--- config.mk ---
export PLATFORM = sky130hd
export DESIGN_NAME = axis_sample_pacer
export DESIGN_NICKNAME = d
export VERILOG_FILES = /design/src/rtl/axis_sample_pacer.sv
export SDC_FILE = /design/constraint.sdc
export NUM_CORES = 1
export LEC_CHECK = 0
export ABC_AREA = 1
export ABC_CLOCK_PERIOD_IN_PS = 2200
export CAP_MARGIN = 5
export CORE_UTILIZATION = 25
export DETAILED_ROUTE_END_ITERATION = 16
export PLACE_DENSITY_LB_ADDON = 0.25
export SLEW_MARGIN = 20
export SYNTH_ARGS = -nofsm -noshare
export SYNTH_HDL_FRONTEND = slang
export SYNTH_SLANG_ARGS = --single-unit
export TNS_END_PERCENT = 5
--- constraint.sdc ---
create_clock -name clk -period 2.2 [get_ports clk]
set_clock_uncertainty 0.05 [all_clocks]
set_input_delay 0.22 -clock clk [delete_from_list [all_inputs] [get_ports clk]]
set_output_delay 0.22 -clock clk [all_outputs]
set_load 0.005 [all_outputs]
--- src/rtl/axis_sample_pacer.sv ---
// Purpose: buffers producer samples in a small FIFO and releases one sample per clk_div-cycle tick onto AXI-Stream.
// Latency: a sample popped on a tick is presented (tvalid=1) on the cycle after the tick; writes become poppable one cycle after acceptance.
// Backpressure: in_ready drops while the FIFO is full; a stalled downstream holds tdata/tvalid and any tick during the stall is discarded.
//
// Ports:
//   clk, rst_n            - single rising-edge clock, asynchronous active-low reset
//   in_valid/in_data      - producer write strobe and signed sample; accepted when in_ready is high
//   in_ready              - FIFO not full
//   m_axis_tdata/tvalid   - paced output sample, held until m_axis_tready
//   m_axis_tready         - downstream ready
//   fifo_level            - current FIFO occupancy (0..fifo_depth)
//   underrun_cnt          - saturating count of IDLE ticks that found the FIFO empty
//
// Build option: define PACER_ZERO_FILL_EN to emit a zero sample on empty-FIFO ticks,
// keeping the downstream sample rate constant. Without it, empty ticks produce no transfer.

module axis_sample_pacer #(
  parameter int inout_width = 16,
  parameter int clk_div     = 100000,
  parameter int fifo_depth  = 16
) (
  input  logic                          clk,
  input  logic                          rst_n,
  input  logic                          in_valid,
  input  logic [inout_width-1:0]        in_data,
  output logic                          in_ready,
  output logic [inout_width-1:0]        m_axis_tdata,
  output logic                          m_axis_tvalid,
  input  logic                          m_axis_tready,
  output logic [$clog2(fifo_depth):0]   fifo_level,
  output logic [15:0]                   underrun_cnt
);

  localparam int CW = $clog2(clk_div);
  localparam int AW = $clog2(fifo_depth);
  localparam int LW = AW + 1;

  typedef enum logic {
    IDLE = 1'b0,
    SEND = 1'b1
  } state_t;

  logic [CW-1:0]          cnt_q, cnt_d;
  logic [AW-1:0]          wr_ptr_q, wr_ptr_d;
  logic [AW-1:0]          rd_ptr_q, rd_ptr_d;
  logic [LW-1:0]          level_q, level_d;
  logic [15:0]            underrun_q, underrun_d;
  logic [inout_width-1:0] tdata_q, tdata_d;
  state_t                 state_q, state_d;

  // Sample storage carries no reset: an entry is only read after it was written.
  logic [inout_width-1:0] mem_q [fifo_depth];

  logic tick;
  logic empty;
  logic full;
  logic wr_en;
  logic pop;

  // Free-running rate counter: tick is high for exactly one cycle per clk_div cycles.
  assign tick  = (cnt_q == CW'(clk_div - 1));
  assign empty = (level_q == '0);
  assign full  = (level_q == LW'(fifo_depth));
  assign wr_en = in_valid & ~full;
  // Pop decisions use the registered level, so a write lands one cycle before it can be popped.
  assign pop   = (state_q == IDLE) & tick & ~empty;

  assign in_ready      = ~full;
  assign m_axis_tdata  = tdata_q;
  assign m_axis_tvalid = (state_q == SEND);
  assign fifo_level    = level_q;
  assign underrun_cnt  = underrun_q;

  always_comb begin
    cnt_d      = tick ? '0 : cnt_q + 1'b1;
    // Pointers wrap naturally because fifo_depth is a power of two.
    wr_ptr_d   = wr_en ? wr_ptr_q + 1'b1 : wr_ptr_q;
    rd_ptr_d   = pop   ? rd_ptr_q + 1'b1 : rd_ptr_q;
    level_d    = level_q;
    state_d    = state_q;
    tdata_d    = tdata_q;
    underrun_d = underrun_q;

    case ({wr_en, pop})
      2'b10:   level_d = level_q + 1'b1;
      2'b01:   level_d = level_q - 1'b1;
      default: level_d = level_q;
    endcase

    case (state_q)
      IDLE: begin
        if (tick) begin
          if (!empty) begin
            tdata_d = mem_q[rd_ptr_q];
            state_d = SEND;
          end else begin
            if (underrun_q != 16'hFFFF) begin
              underrun_d = underrun_q + 16'd1;
            end
`ifdef PACER_ZERO_FILL_EN
            tdata_d = '0;
            state_d = SEND;
`endif
          end
        end
      end
      SEND: begin
        // Ticks seen here are dropped; the held sample waits only for tready.
        if (m_axis_tready) begin
          state_d = IDLE;
        end
      end
    endcase
  end

  always_ff @(posedge clk or negedge rst_n) begin
    if (!rst_n) begin
      cnt_q      <= '0;
      wr_ptr_q   <= '0;
      rd_ptr_q   <= '0;
      level_q    <= '0;
      underrun_q <= '0;
      tdata_q    <= '0;
      state_q    <= IDLE;
    end else begin
      cnt_q      <= cnt_d;
      wr_ptr_q   <= wr_ptr_d;
      rd_ptr_q   <= rd_ptr_d;
      level_q    <= level_d;
      underrun_q <= underrun_d;
      tdata_q    <= tdata_d;
      state_q    <= state_d;
    end
  end

  always_ff @(posedge clk) begin
    if (wr_en) begin
      mem_q[wr_ptr_q] <= in_data;
    end
  end

endmodule

==> results of run 1 <==
area by class of cell:
| cell class | count | share of cell area (%) |
|---|---|---|
| inverters | 187 | 3.98 |
| repair buffers | 153 | 8.69 |
| clock buffers | 45 | 5.19 |
| well taps | 756 | 5.32 |
| multi-input cells | 910 | 24.0 |
| flip-flops and latches | 319 | 52.1 |
| clock inverters | 16 | 0.647 |
cells by family (layout without fill, tap and decap cells):
| group | after synthesis | count (layout) | share of synthesized area, % |
|---|---|---|---|
| AND/OR/NAND/NOR | 854 | 854 | 25.1 |
| flip-flops | 319 | 319 | 64.9 |
| buffers and inverters | 246 | 401 | 6.74 |
| AO/OA/AOI/OAI | 19 | 19 | 0.745 |
| adder cells (fa/ha/maj) | 11 | 11 | 0.964 |
| XOR/XNOR | 26 | 26 | 1.59 |
cell usage in the layout, fill, tap and decap left out, types with 16 or more instances in the layout:
master,instances
nand2_2,16
edfxtp_1,256
nand2_1,562
clkdlybuf4s50_1,57
buf_12,20
inv_1,176
dfrtp_1,61
nor2_2,16
buf_4,73
nand3_1,182
clkbuf_16,35
xor2_1,19
nor2_1,39
Yosys cell counts, drive strengths merged:
cell type	instances	share of area, %
nand4	9	0.44
nand3	185	6.6
buf	32	1.1
inv	186	4.9
clkinv	1	0.026
xor2	21	1.3
o31ai	1	0.053
nand2	585	16
xnor2	5	0.31
nor2b	1	0.044
a21oi	6	0.21
o21a	1	0.053
o21ai	8	0.28
edfxtp	256	54
nor2	63	2.0
ha	11	0.96
clkbuf	27	0.71
a21boi	1	0.053
o21bai	1	0.053
dfrtp	63	11
nor3	11	0.39
a31oi	1	0.044
power groups by stage:
stage / sequential, mW / combinational [mW] / clock, mW
after floorplan: 7.33 / 0.697 / 0
after global placement: 7.31 / 1.64 / 0
after detailed placement: 7.32 / 1.65 / 0
after CTS: 7.20 / 1.68 / 5.68
after global routing: 7.24 / 2.02 / 5.90
final: 7.20 / 1.82 / 5.52
flip-flops by register name, indices dropped and copies added, names as in the netlist:
name           cells
cnt_q             17
fifo_level         5
m_axis_tdata      16
m_axis_tvalid      1
mem_q            256
rd_ptr_q           4
underrun_cnt      16
wr_ptr_q           4
metrics by stage:
step / utilization [%] / hold WS (ps) / area, um^2
after detailed placement: 29.3 / 139 / 16500
after global routing: 31.5 / 165 / 17800
after CTS: 31.2 / 106 / 17600
after global placement: 29.3 / 137 / 16500
final: 31.5 / 111 / 17800
after floorplan: - / -126 / 14300
how the worst max path moves through the flow:
stage,startpoint,end
2_1_floorplan,cnt_q[0]$_DFF_PN0_,fifo_level[4]$_DFFE_PN0P_
3_3_place_gp,cnt_q[0]$_DFF_PN0_,fifo_level[4]$_DFFE_PN0P_
3_5_place_dp,cnt_q[0]$_DFF_PN0_,fifo_level[4]$_DFFE_PN0P_
4_1_cts,cnt_q[0]$_DFF_PN0_,fifo_level[4]$_DFFE_PN0P_
5_1_grt,cnt_q[1]$_DFF_PN0_,fifo_level[4]$_DFFE_PN0P_
6_report,cnt_q[1]$_DFF_PN0_,fifo_level[4]$_DFFE_PN0P_
what timing repair did:
item | 4_1_cts | 5_1_grt
buffers inserted | 0 | 5
hold buffers | 1 | 0
endpoints found under the setup margin | 12 | 204
gates resized for setup | 8 | 32
pin swaps | 0 | 16
endpoints found under the hold margin | 57 | 0
routing by layer:
| layer | global-route usage [%] | vias to the layer above | share of wire, % |
|---|---|---|---|
| li1 | - | 5001 | - |
| met1 | 18.3 | 4848 | 48 |
| met2 | 21.5 | 176 | 45 |
| met3 | 2.36 | 57 | 4.2 |
| met4 | 3.80 | 0 | 2.1 |
| met5 | 0 | - | 0 |
worst max-delay path, cell delays in order, from the launching register on:
cell	delay, ps
dfrtp_1	390
ha_4	160
nand2_4	70
nor2_8	90
nand2_2	70
inv_2	40
nand4_1	90
inv_2	100
ha_4	180
xor2_4	150
ha_2	200
inv_2	40
nand2_4	60
nand3_2	90
nand3_2	90
nand2_1	50
nand2_1	50
nand2_1	50
==> impl_summary.txt, run 1 <==
----------------------------------------------------
[Setup path]
  Cell depth of the worst flop-to-flop path ... 17
  Highest fanout seen on the critical path ... 3
  Nature of the critical path endpoint ... register
  Reg-to-reg startpoint ... cnt_q[1]$_DFF_PN0_
  Endpoint of the most critical register-to-register path ... fifo_level[4]$_DFFE_PN0P_
  Type of the worst setup path ... register to register
  Arrival time at the worst endpoint ... 2500 ps
  R2r setup slk ... 70 ps
  Critical Path Start Type ... register
  Req. time, crit path ... about 2600 ps

[Run status]
  Result of the run ... complete, no violations

[Global routing]
  Aggregate global-route resource usage ... 13.4%
  Final global-route overflow total ... 0
  Via count of the first global-routing pass ... 10,100
  Antenna violations before repair ... 0
  First-pass GRT wire length ... a little under 60 mm
  Largest net degree at the start of global routing ... 70

[Routing]
  Initial DRC count ... 663
  Routed len/inst ... ~16 um
  Final Routed Wirelength ... 37.9 mm
  Final ANT Viol Nets ... 0
  Number of detailed-route iterations in the first pass ... 6
  Detailed-route via count ... between 10,000 and 15,000
  Remaining design rule violation count ... 0
  Post-DR vias/cell ... 4.23

[Floorplanning]
  Vertical extent of the die ... 241 um
  Placeable core area ... around 56,000 um^2
  Die X-Extent ... 241 um
  Die Footprint ... just under 60,000 um^2
  Initial Utilization ... roughly 25%
  Number of placement rows ... a little under 90
  Number of primary I/O pins ... 59

[Place]
  Number of I/O port buffers ... 58
  Pre-CTS setup slack ... -129 ps
  Cell count after placement ... 2,319
  Final weighted congestion of routability-driven global placement ... between 0.8 and 0.9
  DPL Wire Length ... 24.5 mm

[Clock tree]
  CTS tree ... yes
  Sink count of the clock tree ... roughly 320
  CTS Buffer Depth ... 3
  Number of H-tree levels ... 2
  Clock root buffer master ... clkbuf_16
  Clock input transition at the sequential cells of the worst setup and hold paths ... 60 ps
  Number of buffers created by CTS ... 35
  Clock latency on the worst-skew pair ... between 500 and 600 ps

[Pwr]
  Share of total power in the clock network ... 37.9%
  Net Sw Power ... 3.68 mW
  Switching portion of total power ... about a quarter
  Power Density ... 818 nW/um^2
  Internal power of the cells ... around 11 mW
  Post-layout total power ... 14.5 mW
  Largest vdd supply drop ... 0.000484 V
  Combinational power share ... around 13%
  Share of total power in sequential cells ... about half
  Lkg Pwr ... 7.59 nW

[Cells and area]
  Share of cells above drive strength 1 ... between 10% and 20%
  Number of nets in the layout ... 1,637
  Non-filler instance count after layout ... 2,386
  Register Area ... 9270 um^2
  Count of antenna diodes in the layout ... 0
  Area of the multi-input gates ... between 4000 and 5000 um^2
  Filler Cells Inserted ... 5,945
  Layout Area Growth over Synthesis ... 24.5%

[Yosys]
  Mean instance size in the synthesized netlist ... 9.68 um^2
  Library cells used by synthesis ... 35
  Number of instances in the synthesized netlist ... 1,475
  #FFs+latches synth ... 319
  Mapped Nets ... 1,506
  Portion of the post-synthesis area used by sequential elements ... between 60% and 70%
  Combined area of all synthesized cells ... 14,300 um^2
  Warning count from the yosys run ... 0

[Timing]
  Setup-failing EPs final ... 0
  Setup repair after global routing missed its margin ... true
  Final Hold Fails ... 0
  Worst setup slack after layout ... 72.2 ps
  Worst Max-Slew Pin Slew ... 740 ps
  Minimum clock period ... 2130 ps
  Total negative setup slack ... 0 ps
  Relative max-transition margin ... about half
  Max-slew violation count ... 0
  Share of the cycle needed by the critical path after routing ... 96.7%
  FMAX ... 0.470 GHz

[Worst hold path]
  Class of the tightest hold or removal check ... input port to asynchronous set/reset pin

[Job]
  Reported max-cap violation count ... 0

----------------------------------------------------
No activity file was read; power rests on OpenSTA's default activity.
==> run 2, diff against run 1 <==
--- a/config.mk
+++ b/config.mk
@@ -6,7 +6,7 @@
 export NUM_CORES = 1
 export LEC_CHECK = 0
 export ABC_AREA = 1
-export ABC_CLOCK_PERIOD_IN_PS = 2200
+export ABC_CLOCK_PERIOD_IN_PS = 1800
 export CAP_MARGIN = 5
 export CORE_UTILIZATION = 25
 export DETAILED_ROUTE_END_ITERATION = 16
==> constraint.sdc (replaced) <==
create_clock -name clk -period 1.8 [get_ports clk]
set_clock_uncertainty 0.05 [all_clocks]
set_input_delay 0.18 -clock clk [delete_from_list [all_inputs] [get_ports clk]]
set_output_delay 0.18 -clock clk [all_outputs]
set_load 0.005 [all_outputs]
==> run 2 against run 1 <==
  * The flow now finishes with violations (negative setup slack)
  * Non-clock buffer count up 40
  * Maximum frequency decreased by 2.7%
  * Sequential share of layout area shrank 1.5 points
  * Hold slack lost 58 ps
==> impl_summary.txt, run 2 (synthesis results as in run 1) <==
----------------------------------------------------
[Timing]
  Worst Max-Slew Pin Slew ... 416 ps (-324 ps)
  Worst setup slack after layout ... -387 ps (-460 ps)
  Relative max-transition margin ... 72.2% (+22 points)
  Max-slew violation count ... 0 (unchanged)
  Setup-failing EPs final ... 261 (+261)
  Final Hold Fails ... 0 (unchanged)
  Minimum clock period ... 2190 ps (+59.5 ps)
  FMAX ... 0.457 GHz (-2.7%)
  Setup repair after global routing missed its margin ... true
  Share of the cycle needed by the critical path after routing ... 122% (+25 points)
  Hold Worst Slack ... 52.5 ps (-58.3 ps)

[Routing]
  Final Routed Wirelength ... 38.1 mm (+0.55%)
  Routed len/inst ... 15.7 um (-1.4%)
  Post-DR vias/cell ... 4.23 (about the same)
  Initial DRC count ... 671 (+1.2%)
  Remaining design rule violation count ... 0 (unchanged)
  Final ANT Viol Nets ... 0 (unchanged)
  Number of detailed-route iterations in the first pass ... 5 (-1)
  Detailed-route via count ... 10,300 (+2.0%)

[Setup path]
  Critical Path Start Type ... register
  Reg-to-reg startpoint ... cnt_q[0]$_DFF_PN0_
  Endpoint of the most critical register-to-register path ... fifo_level[4]$_DFFE_PN0P_
  Nature of the critical path endpoint ... register
  Cell depth of the worst flop-to-flop path ... 16 (-1)
  Highest fanout seen on the critical path ... 4 (+1)
  Arrival time at the worst endpoint ... 2560 ps (+60 ps)
  Req. time, crit path ... 2170 ps (-400 ps)
  R2r setup slk ... -390 ps (-460 ps)
  Type of the worst setup path ... register to register

[Pwr]
  Power Density ... 995 nW/um^2 (+22%)
  Net Sw Power ... 4.50 mW (+22%)
  Internal power of the cells ... 13.7 mW (+27%)
  Post-layout total power ... 18.3 mW (+26%)
  Share of total power in sequential cells ... 48.2% (-1.3 points)
  Combinational power share ... 12.1% (-0.4 points)
  Largest vdd supply drop ... 0.000463 V (-4.2%)
  Switching portion of total power ... 24.7% (-0.64 points)
  Lkg Pwr ... 7.93 nW (+4.4%)
  Share of total power in the clock network ... 39.7% (+1.8 points)

[Place]
  Final weighted congestion of routability-driven global placement ... 0.825 (-1.5%)
  Placement-stage cell area ... 16,900 um^2 (+2.3%)
  Number of I/O port buffers ... 58 (unchanged)
  DPL Wire Length ... 25.7 mm (+4.9%)
  Cell count after placement ... 2,355 (+1.6%)

[Cells and area]
  Most common cell after layout, fill and taps aside ... nand2_1
  Largest registers ... mem_q (256), cnt_q (17)
  Share of cells above drive strength 1 ... 16.3% (+3.3 points)
  Layout Area Growth over Synthesis ... 28.4%
  Post-route core utilization ... 32.5% (+1.0 points)
  Non-filler instance count after layout ... 2,432 (+1.9%)
  Most frequent cells in the layout ... 560 x nand2_1, 256 x edfxtp_1, 180 x nand3_1
  Register bank with the most flops ... mem_q
  Largest register FFs ... 256 (unchanged)
  Count of antenna diodes in the layout ... 0 (unchanged)
  Number of nets in the layout ... 1,680 (+2.6%)
  Filler Cells Inserted ... 5,876 (-1.2%)
  Post-route cell area ... 18,300 um^2 (+3.2%)

[Clock tree]
  Clock input transition at the sequential cells of the worst setup and hold paths ... 50 ps (about the same)
  CTS tree ... yes
  Number of H-tree levels ... 2 (unchanged)
  Sink count of the clock tree ... 319 (unchanged)
  Clock latency on the worst-skew pair ... 550 ps (+20 ps)
  CTS Buffer Depth ... 3 (unchanged)
  Number of buffers created by CTS ... 38 (+8.6%)
  Clock root buffer master ... clkbuf_16

[Global routing]
  First-pass GRT wire length ... 59.4 mm (+0.93%)
  Final global-route overflow total ... 0 (unchanged)
  Largest net degree at the start of global routing ... 71 (+1.4%)
  Via count of the first global-routing pass ... 10,400 (+2.9%)
  Antenna violations before repair ... 0 (unchanged)
  Aggregate global-route resource usage ... 13.5% (+0.14 points)

[Worst hold path]
  Class of the tightest hold or removal check ... input port to asynchronous set/reset pin

[Floorplanning]
  Number of placement rows ... 87 (unchanged)
  Die Footprint ... 58,100 um^2 (unchanged)
  Vertical extent of the die ... 241 um (unchanged)
  Initial Utilization ... 25.3% (unchanged)
  Number of primary I/O pins ... 59 (unchanged)
  Placeable core area ... 56,400 um^2 (unchanged)
  Die X-Extent ... 241 um (unchanged)

[Job]
  Reported max-cap violation count ... 0 (unchanged)

[Run status]
  Violated checks ... negative setup slack
  Result of the run ... finished, violations left

----------------------------------------------------
==> run 2: changes by cell type in the layout (fill, tap and decap cells not counted), sizes merged <==
| cell | previous run | this run |
|---|---|---|
| buf | 95 | 136 |
| bufinv | 1 | 2 |
| clkbuf | 45 | 47 |
| clkdlybuf4s50 | 57 | 51 |
| clkinv | 11 | 16 |
| clkinvlp | 2 | 3 |
| dlygate4sd2 | 0 | 1 |
| dlymetal6s2s | 0 | 4 |
| inv | 189 | 186 |
==> run 2: timing repair <==
item	4_1_cts	5_1_grt
hold endpoints to repair	63	0
pin swaps	7	15
resized for setup	33	36
cloned	0	0
endpoints found under the setup margin	266	307
hold buffers	1	0
setup buffers	6	5
==> run 2: how the worst max path moves through the flow <==
stage,depth (start not counted),slack (ps),end,from
finish,16,-390,fifo_level[4]$_DFFE_PN0P_,cnt_q[0]$_DFF_PN0_
global route,17,-510,fifo_level[4]$_DFFE_PN0P_,cnt_q[1]$_DFF_PN0_
CTS,16,-360,fifo_level[4]$_DFFE_PN0P_,cnt_q[0]$_DFF_PN0_
detailed placement,17,-410,fifo_level[4]$_DFFE_PN0P_,cnt_q[1]$_DFF_PN0_
global placement,17,-370,fifo_level[4]$_DFFE_PN0P_,cnt_q[1]$_DFF_PN0_
floorplan,17,-240,fifo_level[4]$_DFFE_PN0P_,cnt_q[0]$_DFF_PN0_
==> run 2: per-stage QoR <==
stage / setup TNS, ps / worst slack, ps
4_1_cts: -9820 / -359
6_report: -16270 / -387
5_1_grt: -37660 / -514
2_1_floorplan: -50820 / -245
3_3_place_gp: -56330 / -370
3_5_place_dp: -59460 / -408
==> run 2: power groups by stage <==
| stage | logic, mW | registers [mW] | clock network, mW |
|---|---|---|---|
| after floorplan | 0.925 | 8.96 | 0 |
| after CTS | 2.16 | 8.80 | 7.45 |
| after global placement | 1.99 | 8.93 | 0 |
| after global routing | 2.44 | 8.85 | 7.72 |
| after detailed placement | 2.01 | 8.95 | 0 |
| final | 2.21 | 8.80 | 7.24 |
==> run 2: worst max-delay path, stage by stage, from the launching register on <==
cell,delay (ps)
dfrtp_1,400
ha_4,180
nand2_4,90
nor2_8,40
nand2_2,60
inv_2,30
nand4_1,100
inv_2,70
ha_4,180
ha_1,340
inv_1,90
o21bai_1,140
inv_1,80
nand3_2,70
nand2_1,50
nand2_1,50
nand2_1,50
==> run 2: area by class of cell <==
class                      count  area, um^2  area share, %
sequential                   319        9280           50.6
clock inverter                20         148          0.805
multi-input combinational    910        4280           23.4
inverter                     187         708           3.86
tap                          756         946           5.16
clock buffer                  47        1010           5.49
timing repair buffer         193        1970           10.7
==> run 2: routing by layer <==
| metal | up-vias | share of wire [%] | global-route usage, % |
|---|---|---|---|
| met3 | 46 | 5.4 | 2.54 |
| met1 | 4941 | 47 | 18.5 |
| met4 | 0 | 2.0 | 4.30 |
| met5 | - | 0 | 0 |
| li1 | 5090 | - | - |
| met2 | 209 | 45 | 21.4 |
==> RTL edit, RTL diff (settings of run 2) <==
Take the reset off `tdata_q` and load it in a clocked block of its own.
--- a/src/rtl/axis_sample_pacer.sv
+++ b/src/rtl/axis_sample_pacer.sv
@@ -120,7 +120,6 @@
       rd_ptr_q   <= '0;
       level_q    <= '0;
       underrun_q <= '0;
-      tdata_q    <= '0;
       state_q    <= IDLE;
     end else begin
       cnt_q      <= cnt_d;
@@ -128,9 +127,12 @@
       rd_ptr_q   <= rd_ptr_d;
       level_q    <= level_d;
       underrun_q <= underrun_d;
-      tdata_q    <= tdata_d;
       state_q    <= state_d;
     end
+  end
+
+  always_ff @(posedge clk) begin
+    tdata_q <= tdata_d;
   end
 
   always_ff @(posedge clk) begin
Check against the original RTL: no difference found for any inputs over 10 cycles, from zero or initial values and one cycle with rst_n low; that may be too few to reach the edited logic, so the function may still have changed.
==> RTL edit against run 2 <==
The flow still finishes with violations (negative setup slack). Cell area is 3.8% lower. Largest cell class unchanged. Wire length is 6.7% lower. Sequential cell count stayed put. Area after synthesis is 4.0% lower. Power is 0.85% higher. First-iteration DRC count is 14% lower. Setup slack better by 0.62 ps.
==> RTL edit: results (changes against run 2) <==
Global routing
  – Number of global-route vias before repair: 9106 (-12%)
  – Largest net degree at the start of global routing: 48 (-32%)
  – Antenna violations before repair: 1 (+1)
  – Global-route wire length before repair: 55000 um (-7.5%)
  – Gr usage total: 12.9% (-0.62 points)

Synth
  – Asr flop ratio synth: 14.7% (-5.0 points)
  – Top post-synthesis cells by area: edfxtp_1 60%, dfrtp_1 8.6%, nand2_1 5.8%
  – Post-synth EDFFs: 272 (+6.3%)
  – Synth cell count leaders: 272 x edfxtp_1, 211 x nand2_1, 186 x nor2_1
  – Sequential-to-total area share from yosys stat: 68.2% (+3.3 points)
  – Synthesized Nets: 1261 (-16%)

Detailed routing
  – Wl on met1: 16600 um (-8.3%)
  – Met2 WL post-DR: 17100 um (-0.62%)
  – WL met3: 1120 um (-46%)
  – Max Used Layer: met5
  – DR vias: 9301 (-9.6%)

Power
  – Peak supply drop: 0.480 mV (+3.5%)
  – LEAKAGE: 6.81 nW (-14%)

Status
  – Failing checks: negative setup slack
  – Status: finished, violations left

Setup path
  – CP Max Fanout: 3 (-1)
  – Worst r2r path cells: 13 (-3)
  – Peak per-stage delay on the critical path: 380 ps (-20 ps)

STA
  – Min setup slack post-route: -387 ps (+0.622 ps)
  – Setup violators final: 22 (-92%)

Place
  – Routability congestion estimate: 0.798 (-3.3%)
  – DP Wirelength: 22800 um (-11%)

Clock network
  – TritonCTS buffer count: 37 (-2.6%)

Finish
  – Final #Nets: 1437 (-14%)
RTL edit: cell count changes after synthesis, moves of 19 or more:
| cell | change |
|---|---|
| nand2_1 | -359 |
| nor2_1 | +129 |
| inv_1 | -86 |
| nand3_1 | -82 |
| o21ai_0 | +75 |
| o211ai_1 | +45 |
| o21ai_1 | +19 |
RTL edit: logic make-up (layout without fill, tap and decap cells):
kind of cell	Yosys count	after routing	share of synthesized area, %
xor gates and xnor gates	19	19	1.21
muxes	1	1	0.0822
buffers and inverters	157	360	4.95
and+or+nand+nor	555	555	17.4
DFF	319	319	68.2
AOI/OAI and AO/OA	168	168	7.13
adders and majority gates	11	11	1.00
RTL edit: cell type report:
cell class                 count  area, um2
timing repair buffer         192       1920
clock inverter                18        111
clock buffer                  48       1020
fill                        5414      36400
inverter                     102        398
sequential                   319       9350
tap                          696        871
multi-input combinational    754       3970
RTL edit: metrics by stage:
step           cell area, um2  worst slack (ps)  utilization [%]  setup TNS [ps]  cells
5_1_grt                 17600              -524             32.7          -13040   2129
4_1_cts                 17400              -346             32.2          -18110   2121
3_5_place_dp            16200              -432             29.9          -17800   2049
6_report                17600              -387             32.7           -1640   2129
2_1_floorplan           13800              -702                -          -85260   1230
3_3_place_gp            16200              -446             29.9          -17690   2049
RTL edit: critical path, delay by kind of cell, from the launching register on:
family	cells	cell delay (ps)
buffers and inverters	3	320
XOR/XNOR	1	190
adder cells (fa/ha/maj)	2	350
flip-flops	1	380
AO/OA/AOI/OAI	2	280
AND/OR/NAND/NOR	5	500
RTL edit: metal layers:
metal | vias up | global-route usage (%)
met5 | - | 0
met4 | 2 | 4.41
met3 | 42 | 2.08
li1 | 4618 | -
met2 | 127 | 21.7
met1 | 4512 | 16.7
RTL edit: timing repair:
item	CTS	global route
resized for setup	21	50
cloned	0	0
setup buffers	5	8
pin swaps	4	8
hold endpoints to repair	47	0
setup endpoints to repair	237	280
hold buffers	1	0
RTL edit: final timing paths:
kind                                        startpoint                          end  slack, ps
max                          fifo_level[1]$_DFFE_PN0P_    fifo_level[2]$_DFFE_PN0P_       -390
min                                              rst_n           cnt_q[6]$_DFF_PN0_         90
max reg2reg                  fifo_level[1]$_DFFE_PN0P_    fifo_level[2]$_DFFE_PN0P_       -390
min reg2reg                underrun_cnt[1]$_DFFE_PN0P_  underrun_cnt[1]$_DFFE_PN0P_        490
max in group asynchronous                        rst_n      rd_ptr_q[0]$_DFFE_PN0P_       1090
min in group clk                         m_axis_tready      m_axis_tvalid$_DFF_PN0_        200
RTL edit: power groups by stage:
stage	registers (mW)	logic, mW	clock network (mW)
after floorplan	9.06	0.909	0
final	8.89	2.47	7.05
after CTS	8.89	2.31	7.27
after global routing	8.95	2.68	7.53
after detailed placement	9.04	2.25	0
after global placement	9.03	2.23	0
